### src/rtl/ifft4_design.sv
// ----------------------------------------------------------------------------
// ifft4_design
//   4-point radix-2 inverse FFT: x[n] = 1/4 * sum_k X[k] * (+j)^(k*n).
//   A single complex add/sub butterfly is time-shared over four cycles
//   (S1A, S1B, S2A, S2B), followed by a scale/saturate/output cycle (OUT).
//   Samples are packed {re, im}, each component DW-bit signed.
//
//   Build option:
//     IFFT_ROUND_EN  - when defined, round half up (+2 before >>>2) in OUT;
//                      when undefined, plain arithmetic >>>2 (floor).
//   Saturation to the DW-bit signed range is present in both builds.
// ----------------------------------------------------------------------------
module ifft4_design #(
    parameter int DW = 16
) (
    input  logic            clk_in,
    input  logic            reset,
    input  logic            new_f,
    input  logic [2*DW-1:0] freq0,
    input  logic [2*DW-1:0] freq1,
    input  logic [2*DW-1:0] freq2,
    input  logic [2*DW-1:0] freq3,
    output logic [2*DW-1:0] pt0,
    output logic [2*DW-1:0] pt1,
    output logic [2*DW-1:0] pt2,
    output logic [2*DW-1:0] pt3,
    output logic            busy,
    output logic            done
);

    // Two growth bits cover the sum of four DW-bit operands.
    localparam int EW = DW + 2;

    localparam logic [2:0] ST_IDLE = 3'd0;
    localparam logic [2:0] ST_S1A  = 3'd1;
    localparam logic [2:0] ST_S1B  = 3'd2;
    localparam logic [2:0] ST_S2A  = 3'd3;
    localparam logic [2:0] ST_S2B  = 3'd4;
    localparam logic [2:0] ST_OUT  = 3'd5;

    localparam logic signed [EW:0] SAT_MAX = (EW+1)'((2**(DW-1)) - 1);
    localparam logic signed [EW:0] SAT_MIN = (EW+1)'(-(2**(DW-1)));

    // Real half of a packed {re, im} sample.
    function automatic logic [DW-1:0] part_re(input logic [2*DW-1:0] v);
        part_re = v[2*DW-1:DW];
    endfunction

    // Imaginary half of a packed {re, im} sample.
    function automatic logic [DW-1:0] part_im(input logic [2*DW-1:0] v);
        part_im = v[DW-1:0];
    endfunction

    // Sign-extend a DW-bit component to the datapath width.
    function automatic logic signed [EW-1:0] sx(input logic [DW-1:0] v);
        sx = {{(EW-DW){v[DW-1]}}, v};
    endfunction

    // Divide by four (optionally rounding half up) and clamp to DW bits.
    function automatic logic [DW-1:0] scale_sat(input logic signed [EW-1:0] v);
        logic signed [EW:0] t;
        logic signed [EW:0] sh;
`ifdef IFFT_ROUND_EN
        t = {v[EW-1], v} + (EW+1)'(2);
`else
        t = {v[EW-1], v};
`endif
        sh = t >>> 2;
        if (sh > SAT_MAX) begin
            scale_sat = SAT_MAX[DW-1:0];
        end else if (sh < SAT_MIN) begin
            scale_sat = SAT_MIN[DW-1:0];
        end else begin
            scale_sat = sh[DW-1:0];
        end
    endfunction

    logic [2:0]            state_r;
    logic                  busy_r;
    logic                  done_r;
    logic [2*DW-1:0]       x0_r, x1_r, x2_r, x3_r;
    logic [2*DW-1:0]       pt0_r, pt1_r, pt2_r, pt3_r;
    logic signed [EW-1:0]  a0_re_r, a0_im_r, a1_re_r, a1_im_r;
    logic signed [EW-1:0]  b0_re_r, b0_im_r, b1_re_r, b1_im_r;
    logic signed [EW-1:0]  y0_re_r, y0_im_r, y1_re_r, y1_im_r;
    logic signed [EW-1:0]  y2_re_r, y2_im_r, y3_re_r, y3_im_r;

    logic signed [EW-1:0]  op_a_re_s, op_a_im_s, op_b_re_s, op_b_im_s;
    logic signed [EW-1:0]  sum_re_s, sum_im_s, dif_re_s, dif_im_s;

    // Steer the shared butterfly operands according to the current stage.
    always_comb begin
        op_a_re_s = {EW{1'b0}};
        op_a_im_s = {EW{1'b0}};
        op_b_re_s = {EW{1'b0}};
        op_b_im_s = {EW{1'b0}};
        case (state_r)
            ST_S1A: begin
                op_a_re_s = sx(part_re(x0_r));
                op_a_im_s = sx(part_im(x0_r));
                op_b_re_s = sx(part_re(x2_r));
                op_b_im_s = sx(part_im(x2_r));
            end
            ST_S1B: begin
                op_a_re_s = sx(part_re(x1_r));
                op_a_im_s = sx(part_im(x1_r));
                op_b_re_s = sx(part_re(x3_r));
                op_b_im_s = sx(part_im(x3_r));
            end
            ST_S2A: begin
                op_a_re_s = a0_re_r;
                op_a_im_s = a0_im_r;
                op_b_re_s = b0_re_r;
                op_b_im_s = b0_im_r;
            end
            ST_S2B: begin
                op_a_re_s = a1_re_r;
                op_a_im_s = a1_im_r;
                op_b_re_s = b1_re_r;
                op_b_im_s = b1_im_r;
            end
            default: begin
                op_a_re_s = {EW{1'b0}};
                op_a_im_s = {EW{1'b0}};
                op_b_re_s = {EW{1'b0}};
                op_b_im_s = {EW{1'b0}};
            end
        endcase
    end

    assign sum_re_s = op_a_re_s + op_b_re_s;
    assign sum_im_s = op_a_im_s + op_b_im_s;
    assign dif_re_s = op_a_re_s - op_b_re_s;
    assign dif_im_s = op_a_im_s - op_b_im_s;

    // Frame sequencer: capture, four butterfly stages, then scale and publish.
    always_ff @(posedge clk_in or posedge reset) begin
        if (reset) begin
            state_r <= ST_IDLE;
            busy_r  <= 1'b0;
            done_r  <= 1'b0;
            x0_r    <= {(2*DW){1'b0}};
            x1_r    <= {(2*DW){1'b0}};
            x2_r    <= {(2*DW){1'b0}};
            x3_r    <= {(2*DW){1'b0}};
            pt0_r   <= {(2*DW){1'b0}};
            pt1_r   <= {(2*DW){1'b0}};
            pt2_r   <= {(2*DW){1'b0}};
            pt3_r   <= {(2*DW){1'b0}};
            a0_re_r <= {EW{1'b0}};
            a0_im_r <= {EW{1'b0}};
            a1_re_r <= {EW{1'b0}};
            a1_im_r <= {EW{1'b0}};
            b0_re_r <= {EW{1'b0}};
            b0_im_r <= {EW{1'b0}};
            b1_re_r <= {EW{1'b0}};
            b1_im_r <= {EW{1'b0}};
            y0_re_r <= {EW{1'b0}};
            y0_im_r <= {EW{1'b0}};
            y1_re_r <= {EW{1'b0}};
            y1_im_r <= {EW{1'b0}};
            y2_re_r <= {EW{1'b0}};
            y2_im_r <= {EW{1'b0}};
            y3_re_r <= {EW{1'b0}};
            y3_im_r <= {EW{1'b0}};
        end else begin
            // done is a single-cycle pulse; only OUT raises it.
            done_r <= 1'b0;
            case (state_r)
                ST_IDLE: begin
                    if (new_f) begin
                        x0_r    <= freq0;
                        x1_r    <= freq1;
                        x2_r    <= freq2;
                        x3_r    <= freq3;
                        busy_r  <= 1'b1;
                        state_r <= ST_S1A;
                    end
                end
                ST_S1A: begin
                    a0_re_r <= sum_re_s;
                    a0_im_r <= sum_im_s;
                    a1_re_r <= dif_re_s;
                    a1_im_r <= dif_im_s;
                    state_r <= ST_S1B;
                end
                ST_S1B: begin
                    b0_re_r <= sum_re_s;
                    b0_im_r <= sum_im_s;
                    // +j * (r, i) = (-i, r)
                    b1_re_r <= -dif_im_s;
                    b1_im_r <= dif_re_s;
                    state_r <= ST_S2A;
                end
                ST_S2A: begin
                    y0_re_r <= sum_re_s;
                    y0_im_r <= sum_im_s;
                    y2_re_r <= dif_re_s;
                    y2_im_r <= dif_im_s;
                    state_r <= ST_S2B;
                end
                ST_S2B: begin
                    y1_re_r <= sum_re_s;
                    y1_im_r <= sum_im_s;
                    y3_re_r <= dif_re_s;
                    y3_im_r <= dif_im_s;
                    state_r <= ST_OUT;
                end
                ST_OUT: begin
                    pt0_r   <= {scale_sat(y0_re_r), scale_sat(y0_im_r)};
                    pt1_r   <= {scale_sat(y1_re_r), scale_sat(y1_im_r)};
                    pt2_r   <= {scale_sat(y2_re_r), scale_sat(y2_im_r)};
                    pt3_r   <= {scale_sat(y3_re_r), scale_sat(y3_im_r)};
                    done_r  <= 1'b1;
                    busy_r  <= 1'b0;
                    state_r <= ST_IDLE;
                end
                default: begin
                    busy_r  <= 1'b0;
                    state_r <= ST_IDLE;
                end
            endcase
        end
    end

    assign pt0  = pt0_r;
    assign pt1  = pt1_r;
    assign pt2  = pt2_r;
    assign pt3  = pt3_r;
    assign busy = busy_r;
    assign done = done_r;

endmodule

### config.mk
export PLATFORM = sky130hd
export DESIGN_NAME = ifft4_design
export DESIGN_NICKNAME = d
export VERILOG_FILES = /design/src/rtl/ifft4_design.sv
export SDC_FILE = /design/constraint.sdc
export NUM_CORES = 1
export LEC_CHECK = 0
export ABC_AREA = 1
export BUFFER_PORTS_ARGS = -buffer_cell sky130_fd_sc_hd__buf_4
export CORE_UTILIZATION = 48
export DETAILED_ROUTE_END_ITERATION = 10
export MAX_ROUTING_LAYER = met4
export PLACE_DENSITY = 0.67
export SLEW_MARGIN = 10
export SYNTH_ARGS = -nofsm -noshare
export SYNTH_HDL_FRONTEND = slang
export SYNTH_SLANG_ARGS = --single-unit
### constraint.sdc
create_clock -name clk_in -period 23.2 [get_ports clk_in]
set_input_delay 3.48 -clock clk_in [delete_from_list [all_inputs] [get_ports clk_in]]
set_output_delay 3.48 -clock clk_in [all_outputs]
set_load 0.05 [all_outputs]
After elaboration in Yosys (flattened, before gate mapping)
Cells that the tools add are included.
{"block": "word_totals", "register_bits": 549, "in_bits": 131}
{"block": "classes", "addsub": 5, "order_cmp": 16, "n_eq_ne": 6, "n_mux": 25, "n_bitwise": 1, "n_reduce_logical": 4}
{"operator": "$pmux 18 s4", "count": 4}
{"operator": "$mux 16", "count": 16}
{"operator": "$gt 16x16->1 const B", "count": 8}
{"operator": "$lt 16x16->1 const B", "count": 8}
{"operator": "$add 18x18->18", "count": 2}
{"operator": "$sub 18x18->18", "count": 2}
{"operator": "$neg 18->18", "count": 1}
{"operator": "$pmux 3 s5", "count": 1}
{"operator": "$eq 3x2->1 const B", "count": 2}
{"operator": "$eq 3x3->1 const B", "count": 2}
{"operator": "$reduce_and 2->1", "count": 2}
{"operator": "$reduce_or 4->1", "count": 1}
{"operator": "$eq 3x1->1 const B", "count": 1}
{"operator": "$logic_not 3->1", "count": 1}
{"operator": "$mux 3", "count": 1}
{"operator": "$mux 1", "count": 2}
{"operator": "$ne 2x2->1 const B", "count": 1}
{"operator": "$pmux 1 s2", "count": 1}
{"operator": "$not 1->1", "count": 1}

Depth between registers and ports, before layout
{"block": "depth", "word_depth": 4, "ltp_mapped": 25}

Least setup slack after synthesis
Ideal clock, no wire load.
{"block": "synth_timing", "path_type": "input port to flip-flop", "from": "input port new_f", "to": "register x0_r[0]", "setup_time_ns": 0.133, "arrival_ns": 4.383, "slack_ns": 18.684, "cell_stages": 4, "n_path_buf": 2, "path_cell_list": "nand3_1 -> clkbuf_1 -> clkbuf_1 -> a21oi_1"}
{"block": "synth_via", "elab_chain_cells": 1}
{"element": "from (decl)", "line": "18", "text": "input logic new_f,"}
{"element": "$reduce_and 2->1 (no line)"}
{"element": "to (signal assigned)", "line": "142", "text": "x0_r <= {(2*DW){1'b0}};"}
{"element": "to (signal assigned)", "line": "172", "text": "x0_r <= freq0;"}
{"element": "to (decl)", "line": "81", "text": "logic [2*DW-1:0] x0_r, x1_r, x2_r, x3_r;"}
Every way passes these cells.
A chain may end at the register's enable or synchronous reset.

==> results.txt <==
After clock tree synthesis, the clock-pin slew on the worst setup and hold paths is 0.06 ns. Yosys mapped a number of flops with a built-in enable equal to 0. The run gives 53 as the number of distinct library cell variants in the gate-level netlist after synthesis.

In this run the number of H-tree levels came out at 2. The first global-routing pass estimated 117600 um of wire. Most used flip-flop cell after synthesis: sky130_fd_sc_hd__dfrtp_1. The largest stage delay on the critical path was 0.89 ns; the post-cts hold buffer count was 0. The first detailed-routing pass took 5 iterations. For this design, the slowest cell found on the critical path is sky130_fd_sc_hd__buf_4.

The initial core utilization was 48.82%. Largest delay contributor family on the critical path: buffers and inverters. The final layout contains 3407 nets. The number of port buffers was 260. The die width is 230.9 um, and the share of Yosys cell area claimed by the top area cell type is 52.64%.

The critical setup path kind was primary input to async pin. Of the cells placed in the final design, the portion with a size suffix greater than 1 is 13.81%. The synthesized design spends more area on one cell type than any other, namely sky130_fd_sc_hd__dfrtp_1.

For this run, the number of standard cells in the final layout without fillers is 3926. Counting flops and latches in the post-synthesis netlist gives 529. OpenSTA, run right after detailed placement, puts the worst setup slack at 17.00 ns. The number of clock buffers added by TritonCTS is 54. The number of buffers and inverters on the critical path is 4. The cell count after synthesis came out at 3017. The post-detailed-route wirelength per cell is 19.20 um. The number of remaining DRC errors is 0. The first routing iteration left 1823 violations. At the pin with the least slew margin, the transition time is 1.108 ns. Setup violations remaining at the end of the flow were counted as 0. Setup repair after global routing left no endpoint under its margin.

Synthesized area: 0.02515 sq mm. The commonest cells after synthesis are sky130_fd_sc_hd__nand2_1 (915), sky130_fd_sc_hd__dfrtp_1 (529), sky130_fd_sc_hd__inv_1 (321), sky130_fd_sc_hd__o21ai_0 (304), sky130_fd_sc_hd__nor2_1 (184). The logs give 54290 um for the detailed-placement wirelength estimate and 20349 for the number of global-route vias before repair. The total via count in the routed design was 21171; the clock period minus final worst setup slack was 5.436 ns. The tree built by TritonCTS fans out to 529 sinks.

CTS placed an instance of sky130_fd_sc_hd__clkbuf_16 at the clock tree root. Across the whole layout, storage elements account for 0.01324 sq mm. Portion of the clock cycle consumed by the worst path in the final layout: 23.43%. Setup total negative slack on the finished layout was measured at 0 ns. Max-cap violations in this run came to 0. The flow ran to the end, and the final reports show no timing, DRC or antenna violations. 261 I/O pins were placed. Dividing the detail-routed via count by the number of cells gives 5.393. The tools report the kind of end point of the critical path as an async pin. The run gives 0 as the count of pins over their slew limit. The worst path meets setup with 17.76 ns of slack. The tools report the total placed cells including tap cells as 3827. Post-CTS repair changed the size of 0 cells.

The tools report the number of hold-slack violations in the final timing report as 0. The clock passes through at most 3 buffers. For the data required time of the critical path, the log shows 23.79 ns. The cell seen most often among critical-path stages was sky130_fd_sc_hd__buf_4.

Headroom to the max-slew limit came out at 26.11%. When the netlist entered floorplanning its net count stood at 3221. The floorplan step defined a core boundary enclosing 0.05151 sq mm. The area added between synthesis and finish is 17.22%. The filler cells instantiated in the layout total 4774.

Routability-driven placement finished with a final weighted congestion of 0.9552. The tools report the largest clock skew in the final design as 0.01812 ns. The initial antenna violation count is 7. Buffers added to address setup during post-CTS repair amount to 0. The die is 230.9 um tall. Walking the worst path, the cells encountered are buf_4, inv_8, buf_12, buf_4. The classification of the worst-slack hold path is flop to flop. After synthesis, the cell types taking the most area are sky130_fd_sc_hd__dfrtp_1 (53%), sky130_fd_sc_hd__nand2_1 (14%), sky130_fd_sc_hd__o21ai_0 (6.1%), sky130_fd_sc_hd__inv_1 (4.8%), sky130_fd_sc_hd__ha_1 (3.4%). The run gives 0 as the antenna violation net count after detailed routing. Most numerous cell in the Yosys netlist: sky130_fd_sc_hd__nand2_1. Data on the critical path arrives at its endpoint at 6.02 ns. TritonCTS built the clock tree. The highest net fanout along the worst path is 165, and the sequential fraction of the synthesis area is 52.64%. Clock latency of the later-clocked register in the worst-skew pair: 0.61 ns. The floorplan step defined a die boundary enclosing 0.05331 sq mm. Static timing analysis puts the maximum clock frequency at 183.9 MHz. The total routing usage reported by global routing was 29.56%; the post-synthesis area per instance was 8.335 sq um. In the synthesized netlist the async set-or-reset flop fraction comes to 100.0%.

Entering global routing, the biggest net connects 166 pins. STA classifies the critical path startpoint as a primary input. The tools report the aggregate routed wire length as 75370 um. The multi-input combinational cell area was 0.01011 sq mm; the overflow left after global routing was 0. The number of synthesis warnings is 0. The placement row count was 83.
-- flip-flops by register name, summed over array words and instances, names as in the netlist, 17 cells and up --
name and flops:
pt0 32, pt1 32, pt2 32, pt3 32, x0_r 32, x1_r 32
x2_r 32, x3_r 32, a0_im_r 18, a0_re_r 18, b0_im_r 18, b0_re_r 18
a1_im_r 17, a1_re_r 17, b1_im_r 17, b1_re_r 17
-- stage by stage --
step | hold slack [ns] | instance area, sq um | util (%)
finish | 0.4712 | 29480 | 57.23
global route | 0.4851 | 29480 | 57.22
CTS | 0.4710 | 29480 | 57.22
detailed placement | 0.4580 | 27580 | 53.55
global placement | 0.4552 | 27580 | 53.55
floorplan | 0.4494 | 25150 | -
-- worst paths after layout --
check	startpoint	end	slack, ns	cells after the start
worst max-delay path	reset	x3_r[26]	17.76	4
min in group asynchronous	reset	pt2[11]	2.99	2
max in group clk_in	state_r[2]	b1_im_r[10]	17.97	17
worst min-delay path	pt1[8]	pt1[8]	0.47	2
worst min register to register	pt1[8]	pt1[8]	0.47	2
worst max register to register	state_r[2]	b1_im_r[10]	17.97	17
-- cell type report --
class	count	share of cell area (%)
Clock buffer	74	5.352
Inverter	330	4.244
Sequential cell	529	44.91
Timing Repair Buffer	282	7.224
Antenna cell	1	0.008489
Multi-Input combinational cell	2006	34.31
Tap cell	680	2.886
Clock inverter	24	1.065
-- worst min-delay path: stages (launching register included) --
cell	delay [ns]
sky130_fd_sc_hd__dfrtp_1	0.34
sky130_fd_sc_hd__nand2_1	0.05
sky130_fd_sc_hd__nand2_1	0.04
-- placed cells by master (no fill, tap or decap), drive strengths merged, types with 41 or more instances in the layout --
| cell | instances |
|---|---|
| nand2 | 917 |
| dfrtp | 529 |
| inv | 328 |
| o21ai | 305 |
| buf | 282 |
| nor2 | 187 |
| a21oi | 139 |
| nand3 | 133 |
| clkbuf | 74 |
| ha | 69 |
| o22ai | 47 |
| mux2 | 41 |
-- per-layer routing --
layer	global-route usage [%]	share of wire, %
met4	6.478	2.1
met3	4.088	6.3
met1	42.79	47
met2	44.20	45
met5	-	0
-- kinds of logic (layout without fill, tap and decap cells) --
group / Yosys count / count (layout) / share of synthesized area, %
adders and majority gates: 73 / 73 / 3.751
other: 0 / 1 / 0
AOI/OAI and AO/OA: 567 / 567 / 12.60
muxes: 41 / 41 / 1.836
and+or+nand+nor: 1285 / 1285 / 20.44
DFF: 529 / 529 / 52.64
buffers and inverters: 482 / 710 / 7.309
xor gates and xnor gates: 40 / 40 / 1.423
Power is left out: the tool's default activity adds up to more than one toggle a clock period on the data nets, which glitch-free logic cannot reach.
